`src/rtl/simple_pkg.sv`:
```
// ----------------------------------------------------------------------------
// simple_pkg
// Shared definitions for the phase sequencer: controller state encoding and
// default geometry constants.
// ----------------------------------------------------------------------------
package simple_pkg;

    typedef enum logic [1:0] {
        ST_IDLE = 2'd0,
        ST_RUN  = 2'd1,
        ST_STEP = 2'd2,
        ST_HALT = 2'd3
    } state_t;

    localparam int DEF_NPHASE = 5;
    localparam int DEF_PC_W   = 16;

endpackage

```
`src/rtl/phase_ring.sv`:
```
// ----------------------------------------------------------------------------
// phase_ring
// One-hot phase rotator. Bit k moves to bit k+1 each cycle, and the top bit
// wraps to bit 0.
// Priority: clear > start > hold > rotate.
//
// Ports
//   clk    rising-edge clock
//   rst_n  asynchronous active-low reset (ring all-zero)
//   start  load phase bit 0
//   hold   freeze the current phase
//   clear  force all-zero
//   phase  one-hot phase vector (all-zero when idle)
// ----------------------------------------------------------------------------
module phase_ring
    import simple_pkg::*;
#(
    parameter int NPHASE = DEF_NPHASE
) (
    input  logic              clk,
    input  logic              rst_n,
    input  logic              start,
    input  logic              hold,
    input  logic              clear,
    output logic [NPHASE-1:0] phase
);

    localparam logic [NPHASE-1:0] FIRST = {{(NPHASE-1){1'b0}}, 1'b1};

    // NOTE: clocked state uses non-blocking assignments so every flop samples
    // pre-edge values regardless of statement order.
    always_ff @(posedge clk or negedge rst_n) begin
        if (!rst_n) begin
            phase <= '0;
        end else if (clear) begin
            phase <= '0;
        end else if (start) begin
            phase <= FIRST;
        end else if (!hold) begin
            phase <= {phase[NPHASE-2:0], phase[NPHASE-1]};
        end
    end

endmodule

```
`src/rtl/phase_seq.sv`:
```
// ----------------------------------------------------------------------------
// phase_seq
// Instruction phase sequencer. It runs an IDLE/RUN/STEP/HALT controller, drives
// a one-hot phase ring, and owns the program counter and the retired-
// instruction counter.
//
// Ports
//   clk, rst_n     clock, asynchronous active-low reset
//   exec           run/pause pulse (start in IDLE, pause request in RUN)
//   step_mode      sampled on exec in IDLE: 1 = single instruction
//   halt_req       sampled only at instruction end
//   mem_wait       stretches phase MEM_PHASE while high
//   branch_taken   at instruction end, load branch_target instead of pc+1
//   branch_target  branch destination
//   phase          one-hot phase enables, all-zero outside RUN/STEP
//   pc             current instruction address
//   pc_plus_one    pc+1 (combinational, wraps)
//   running        state is RUN or STEP
//   halted         state is HALT
//   instr_count    retired instructions
//
// Configuration
//   PHASE_SEQ_ICOUNT_EN  when defined, instr_count is a live 32-bit counter;
//                        otherwise it is tied to zero and has no flops.
// ----------------------------------------------------------------------------
module phase_seq
    import simple_pkg::*;
#(
    parameter int NPHASE    = DEF_NPHASE,
    parameter int PC_W      = DEF_PC_W,
    parameter int MEM_PHASE = 1
) (
    input  logic              clk,
    input  logic              rst_n,
    input  logic              exec,
    input  logic              step_mode,
    input  logic              halt_req,
    input  logic              mem_wait,
    input  logic              branch_taken,
    input  logic [PC_W-1:0]   branch_target,
    output logic [NPHASE-1:0] phase,
    output logic [PC_W-1:0]   pc,
    output logic [PC_W-1:0]   pc_plus_one,
    output logic              running,
    output logic              halted,
    output logic [31:0]       instr_count
);

    state_t state, state_nxt;
    logic   pause_req, pause_nxt;
    logic   ring_start, ring_clear;
    logic   stall, end_instr;

    // A stalled final phase is not yet the end of the instruction. The end
    // only fires on the cycle the last phase actually retires.
    assign stall     = mem_wait && phase[MEM_PHASE];
    assign end_instr = phase[NPHASE-1] && !stall;

    assign pc_plus_one = pc + 1'b1;
    assign running     = (state == ST_RUN) || (state == ST_STEP);
    assign halted      = (state == ST_HALT);

    phase_ring #(.NPHASE(NPHASE)) u_ring (
        .clk   (clk),
        .rst_n (rst_n),
        .start (ring_start),
        .hold  (stall),
        .clear (ring_clear),
        .phase (phase)
    );

    // NOTE: every output of this block gets a default first, so no path
    // leaves a signal unassigned and no latch is inferred.
    always_comb begin
        state_nxt  = state;
        pause_nxt  = pause_req;
        ring_start = 1'b0;
        ring_clear = 1'b0;
        case (state)
            ST_IDLE: begin
                if (exec) begin
                    ring_start = 1'b1;
                    state_nxt  = step_mode ? ST_STEP : ST_RUN;
                end
            end
            ST_RUN: begin
                if (exec) pause_nxt = 1'b1;
                if (end_instr) begin
                    // Halt wins over a pending pause. An exec arriving on
                    // the final cycle counts as a pause for this instruction.
                    if (halt_req) begin
                        state_nxt  = ST_HALT;
                        pause_nxt  = 1'b0;
                        ring_clear = 1'b1;
                    end else if (pause_req || exec) begin
                        state_nxt  = ST_IDLE;
                        pause_nxt  = 1'b0;
                        ring_clear = 1'b1;
                    end
                end
            end
            ST_STEP: begin
                if (end_instr) begin
                    state_nxt  = halt_req ? ST_HALT : ST_IDLE;
                    ring_clear = 1'b1;
                end
            end
            default: ;  // ST_HALT: left only through reset
        endcase
    end

    always_ff @(posedge clk or negedge rst_n) begin
        if (!rst_n) begin
            state     <= ST_IDLE;
            pause_req <= 1'b0;
            pc        <= '0;
        end else begin
            state     <= state_nxt;
            pause_req <= pause_nxt;
            if (end_instr) pc <= branch_taken ? branch_target : pc_plus_one;
        end
    end

`ifdef PHASE_SEQ_ICOUNT_EN
    logic [31:0] icount_q;

    always_ff @(posedge clk or negedge rst_n) begin
        if (!rst_n)         icount_q <= '0;
        else if (end_instr) icount_q <= icount_q + 32'd1;
    end

    assign instr_count = icount_q;
`else
    assign instr_count = '0;
`endif

endmodule

```
`config.mk`:
```
export PLATFORM = sky130hd
export DESIGN_NAME = phase_seq
export DESIGN_NICKNAME = d
export VERILOG_FILES = /design/src/rtl/simple_pkg.sv /design/src/rtl/phase_ring.sv /design/src/rtl/phase_seq.sv
export SDC_FILE = /design/constraint.sdc
export NUM_CORES = 1
export LEC_CHECK = 0
export BUFFER_PORTS_ARGS = -buffer_cell sky130_fd_sc_hd__buf_2
export CAP_MARGIN = 20
export CELL_PAD_IN_SITES_DETAIL_PLACEMENT = 0
export CELL_PAD_IN_SITES_GLOBAL_PLACEMENT = 2
export CORE_MARGIN = 3
export CORE_UTILIZATION = 25
export CTS_BUF_LIST = sky130_fd_sc_hd__clkbuf_8 sky130_fd_sc_hd__clkbuf_16
export CTS_CLUSTER_SIZE = 20
export DETAILED_ROUTE_END_ITERATION = 16
export GPL_TIMING_DRIVEN = 0
export PLACE_DENSITY_LB_ADDON = 0.1
export SLEW_MARGIN = 40
export SYNTH_ARGS = -nofsm -noshare
export SYNTH_HDL_FRONTEND = slang
export SYNTH_SLANG_ARGS = --single-unit
```
`constraint.sdc`:
```
create_clock -name clk -period 2.3 [get_ports clk]
set_input_delay 0.345 -clock clk [delete_from_list [all_inputs] [get_ports clk]]
set_output_delay 0.345 -clock clk [all_outputs]
set_load 0.01 [all_outputs]
```
==> results.yml <==
yosys:
  synth_cell_types: 41
  synth_top_area_cell: "dfrtp_1"
  synth_area_sq_um: 1850
  synthSimpleGateAreaFrac_pct: 17.1
  postSynthAreaPerCell_sq_um: 8.64
  syn-instance-count: 214
  ys_seq_area_share_pct: 32.5
  synth_xor_area_share_pct: 6.63
  synthMuxAreaShare_pct: 3.79
  synth_top_cell_area_share_pct: 32.5
  synth-compound-area-share_pct: 18.0
  yosysWarningCount: 0
  ys_top_cells_by_area: "dfrtp_1 (32%), buf_4 (13%), xnor2_1 (4.3%)"
  synth-seq-cells: 24
  synth_top_family_by_area: "compound AO/OA/AOI/OAI gates"
  synth-adder-area-share_pct: 4.06
final_layout:
  final-instance-count-excl-fill: 404
  nFillCells: 773
  finalNetCount: 339
  drive_above_1_share_pct: 38.0
  regArea_sq_um: 603
  final_area_sq_um: 2470
  syn2layout_area_growth_pct: 33.4
  n_antenna_cell: 0
  multi_input_area_sq_um: 1070
die:
  die_h_um: 92.0
  core_sq_um: 6980
  rows: 30
  die_w_um: 92.0
  ios: 94
  initial_core_util_pct: 26.5
  die-area_sq_um: 8460
placed_design:
  placed_area_sq_um: 2390
  place.gp.congestion: 0.719
  place_inst: 401
  dp_hpwl_mm: 4.05
  numPortBuffers: 60
power:
  clockPowerShare_pct: 10.2
  seq_power_share_pct: 33.0
  combPwrFrac_pct: 56.8
  switching_share_pct: 46.6
  ir_drop_uv: 459
  power.density_nw_per_um2: 1070
  power.leakage_uw: 0.00126
  switchingPower_uw: 1220
  intPower_uw: 1400
detailed_routing:
  routedWlPerCell_um: 13.3
  vias: 1715
  totalWireLength_mm: 5.35
  drtPass1Iterations: 4
  drc: 0
  drtIter0Drc: 83
  vias_per_cell: 4.25
  antenna_left: 0
sta:
  finalSetupViolations: 0
  slew_headroom_pct: 58.8
  setup_tns_ps: 0
  tightest_slew_ps: 618
  skew_ps: 10.1
  fin_crit_ps: 2250
  final-hold-violation-count: 0
  min_period_over_period_pct: 97.8
  max_freq_mhz: 444
  rsz0062_at_grt: "true"
  slew_violations: 0
worst_setup_path:
  critPathLaunchType: "flop"
  r2r_setup_slack_ps: 460
  path_class: "flop to output pin"
  cp-end-kind: "output pin"
  critical_path.max_fanout: 7
  crit_arrival_ps: 1900
  required_ps: 1960
global_routing:
  antenna_found_initial: 0
  grt_use_total_pct: 12.6
  grt-ovfl-total: 0
  grt_pass1_wl_mm: 8.62
  grt_max_degree: 25
  first_global_vias: 1671
clocking:
  postCtsSetupBuffers: 0
  cts_buffers: 3
  cts_buffer_depth: 2
  insertion_delay_ps: 280
  cts.sink_count: 24
  clk_pin_slew_ps: 100
  cts.htree.levels: 1
  ctsResizeCount: 7
  cts_tree: "built"
  cts_root_buf: "clkbuf_8"
  cts_hold_buf: 0
min_path:
  min_path_type: "input port to asynchronous set/reset pin"
outcome:
  status: "complete, no violations"
job:
  maxCapViolations: 0
metrics by stage:
step / power [uW] / utilization (%) / hold WS [ps] / worst slack, ps
6_report: 2630 / 35.3 / 68.6 / 50.2
2_1_floorplan: 1800 / - / 49.4 / 355
4_1_cts: 2660 / 35.2 / 89.9 / 6.58
3_3_place_gp: 2370 / 34.2 / 399 / 58.9
3_5_place_dp: 2370 / 34.2 / 396 / 82.5
5_1_grt: 2870 / 35.3 / 113 / -68.5
registers in the layout, indices dropped and copies added (netlist names):
register and cells:
pc 16, pause_req 1, state 2, u_ring.phase 5
cells in the final DEF, fill, tap and decap left out, types with 3 or more instances in the layout:
cell / Yosys / layout
mux2i_1: 7 / 7
nand2_1: 14 / 14
xor2_1: 5 / 5
conb_1: 1 / 32
xnor2_1: 9 / 9
o22a_1: 4 / 4
a31oi_1: 7 / 7
nor2_1: 10 / 10
o21ai_0: 11 / 11
buf_2: 6 / 66
a2bb2oi_1: 3 / 3
dfrtp_1: 24 / 22
clkbuf_8: 0 / 3
nand3_1: 8 / 7
buf_4: 32 / 32
clkbuf_1: 4 / 4
inv_1: 9 / 9
nor3_1: 11 / 10
ha_1: 6 / 5
nor4_2: 0 / 3
o21a_1: 4 / 4
a21oi_1: 9 / 9
worst max-delay path: stages, from the launching register on:
cell and delay (ps):
dfrtp_2 440, ha_2 250, nand3_2 180, or4_4 490, xnor2_1 140, buf_2 140
synth_stat cells, drive strengths merged:
library cell  count
o2bb2ai           1
nor4              4
nand2            14
xnor2             9
mux2i             7
buf              38
nand3             9
clkinv            1
dfrtp            24
or3               1
ha                6
a21bo             1
conb              1
o21ai            11
o21a              4
a21o              2
nor2             10
inv               9
a31oi             7
and2              1
a2bb2oi           3
nand3b            1
a311o             1
a21boi            2
xor2              5
a21oi            10
nand4             4
and3              2
o22a              4
nor3b             1
clkbuf            5
nor3             11
a221oi            1
or4               1
o22ai             2
o311ai            1
metal layers:
layer | up-vias | track usage (%) | share of wire, %
met4 | 0 | 2.23 | 0.54
met5 | - | 0 | 0
met3 | 2 | 3.20 | 6.9
met2 | 56 | 19.8 | 46
met1 | 775 | 17.5 | 47
li1 | 882 | - | -
power by group through the flow:
stage	clock (uW)	sequential (uW)	combinational, uW
3_3_place_gp	0	874	1490
4_1_cts	278	866	1520
5_1_grt	292	908	1670
6_report	269	867	1490
3_5_place_dp	0	869	1500
2_1_floorplan	0	902	900
path summary, 6_finish.rpt:
kind                                              from  cells after the start                     endpoint
setup reg to reg           u_ring.phase[1]$_DFFE_PN0P_                      5  u_ring.phase[4]$_DFFE_PN0P_
hold / removal                                   rst_n                      1           pc[13]$_DFFE_PN0P_
max in group asynchronous                        rst_n                      1            pc[0]$_DFFE_PN0P_
min in group clk                      branch_target[0]                      2            pc[0]$_DFFE_PN0P_
setup / recovery                     pc[0]$_DFFE_PN0P_                      5              pc_plus_one[12]
hold reg to reg                  pause_req$_DFFE_PN0N_                      2        pause_req$_DFFE_PN0N_
cells by family (layout without fill, tap and decap cells):
logic type / count (synthesis) / count (layout)
simple gates: 59 / 59
buf+inv: 53 / 116
compound gates: 50 / 50
flops: 24 / 24
xor+xnor: 14 / 14
mux: 7 / 7
fa+ha+maj: 6 / 6
other cells: 1 / 32
cell type report:
type,count,area share [%]
Buffer,43,11.8
Clock buffer,3,1.67
Inverter,10,1.52
Multi-Input combinational cell,168,43.5
Sequential cell,24,24.5
Tap cell,96,4.87
Timing Repair Buffer,60,12.2
(Power assumes the default switching activity.)
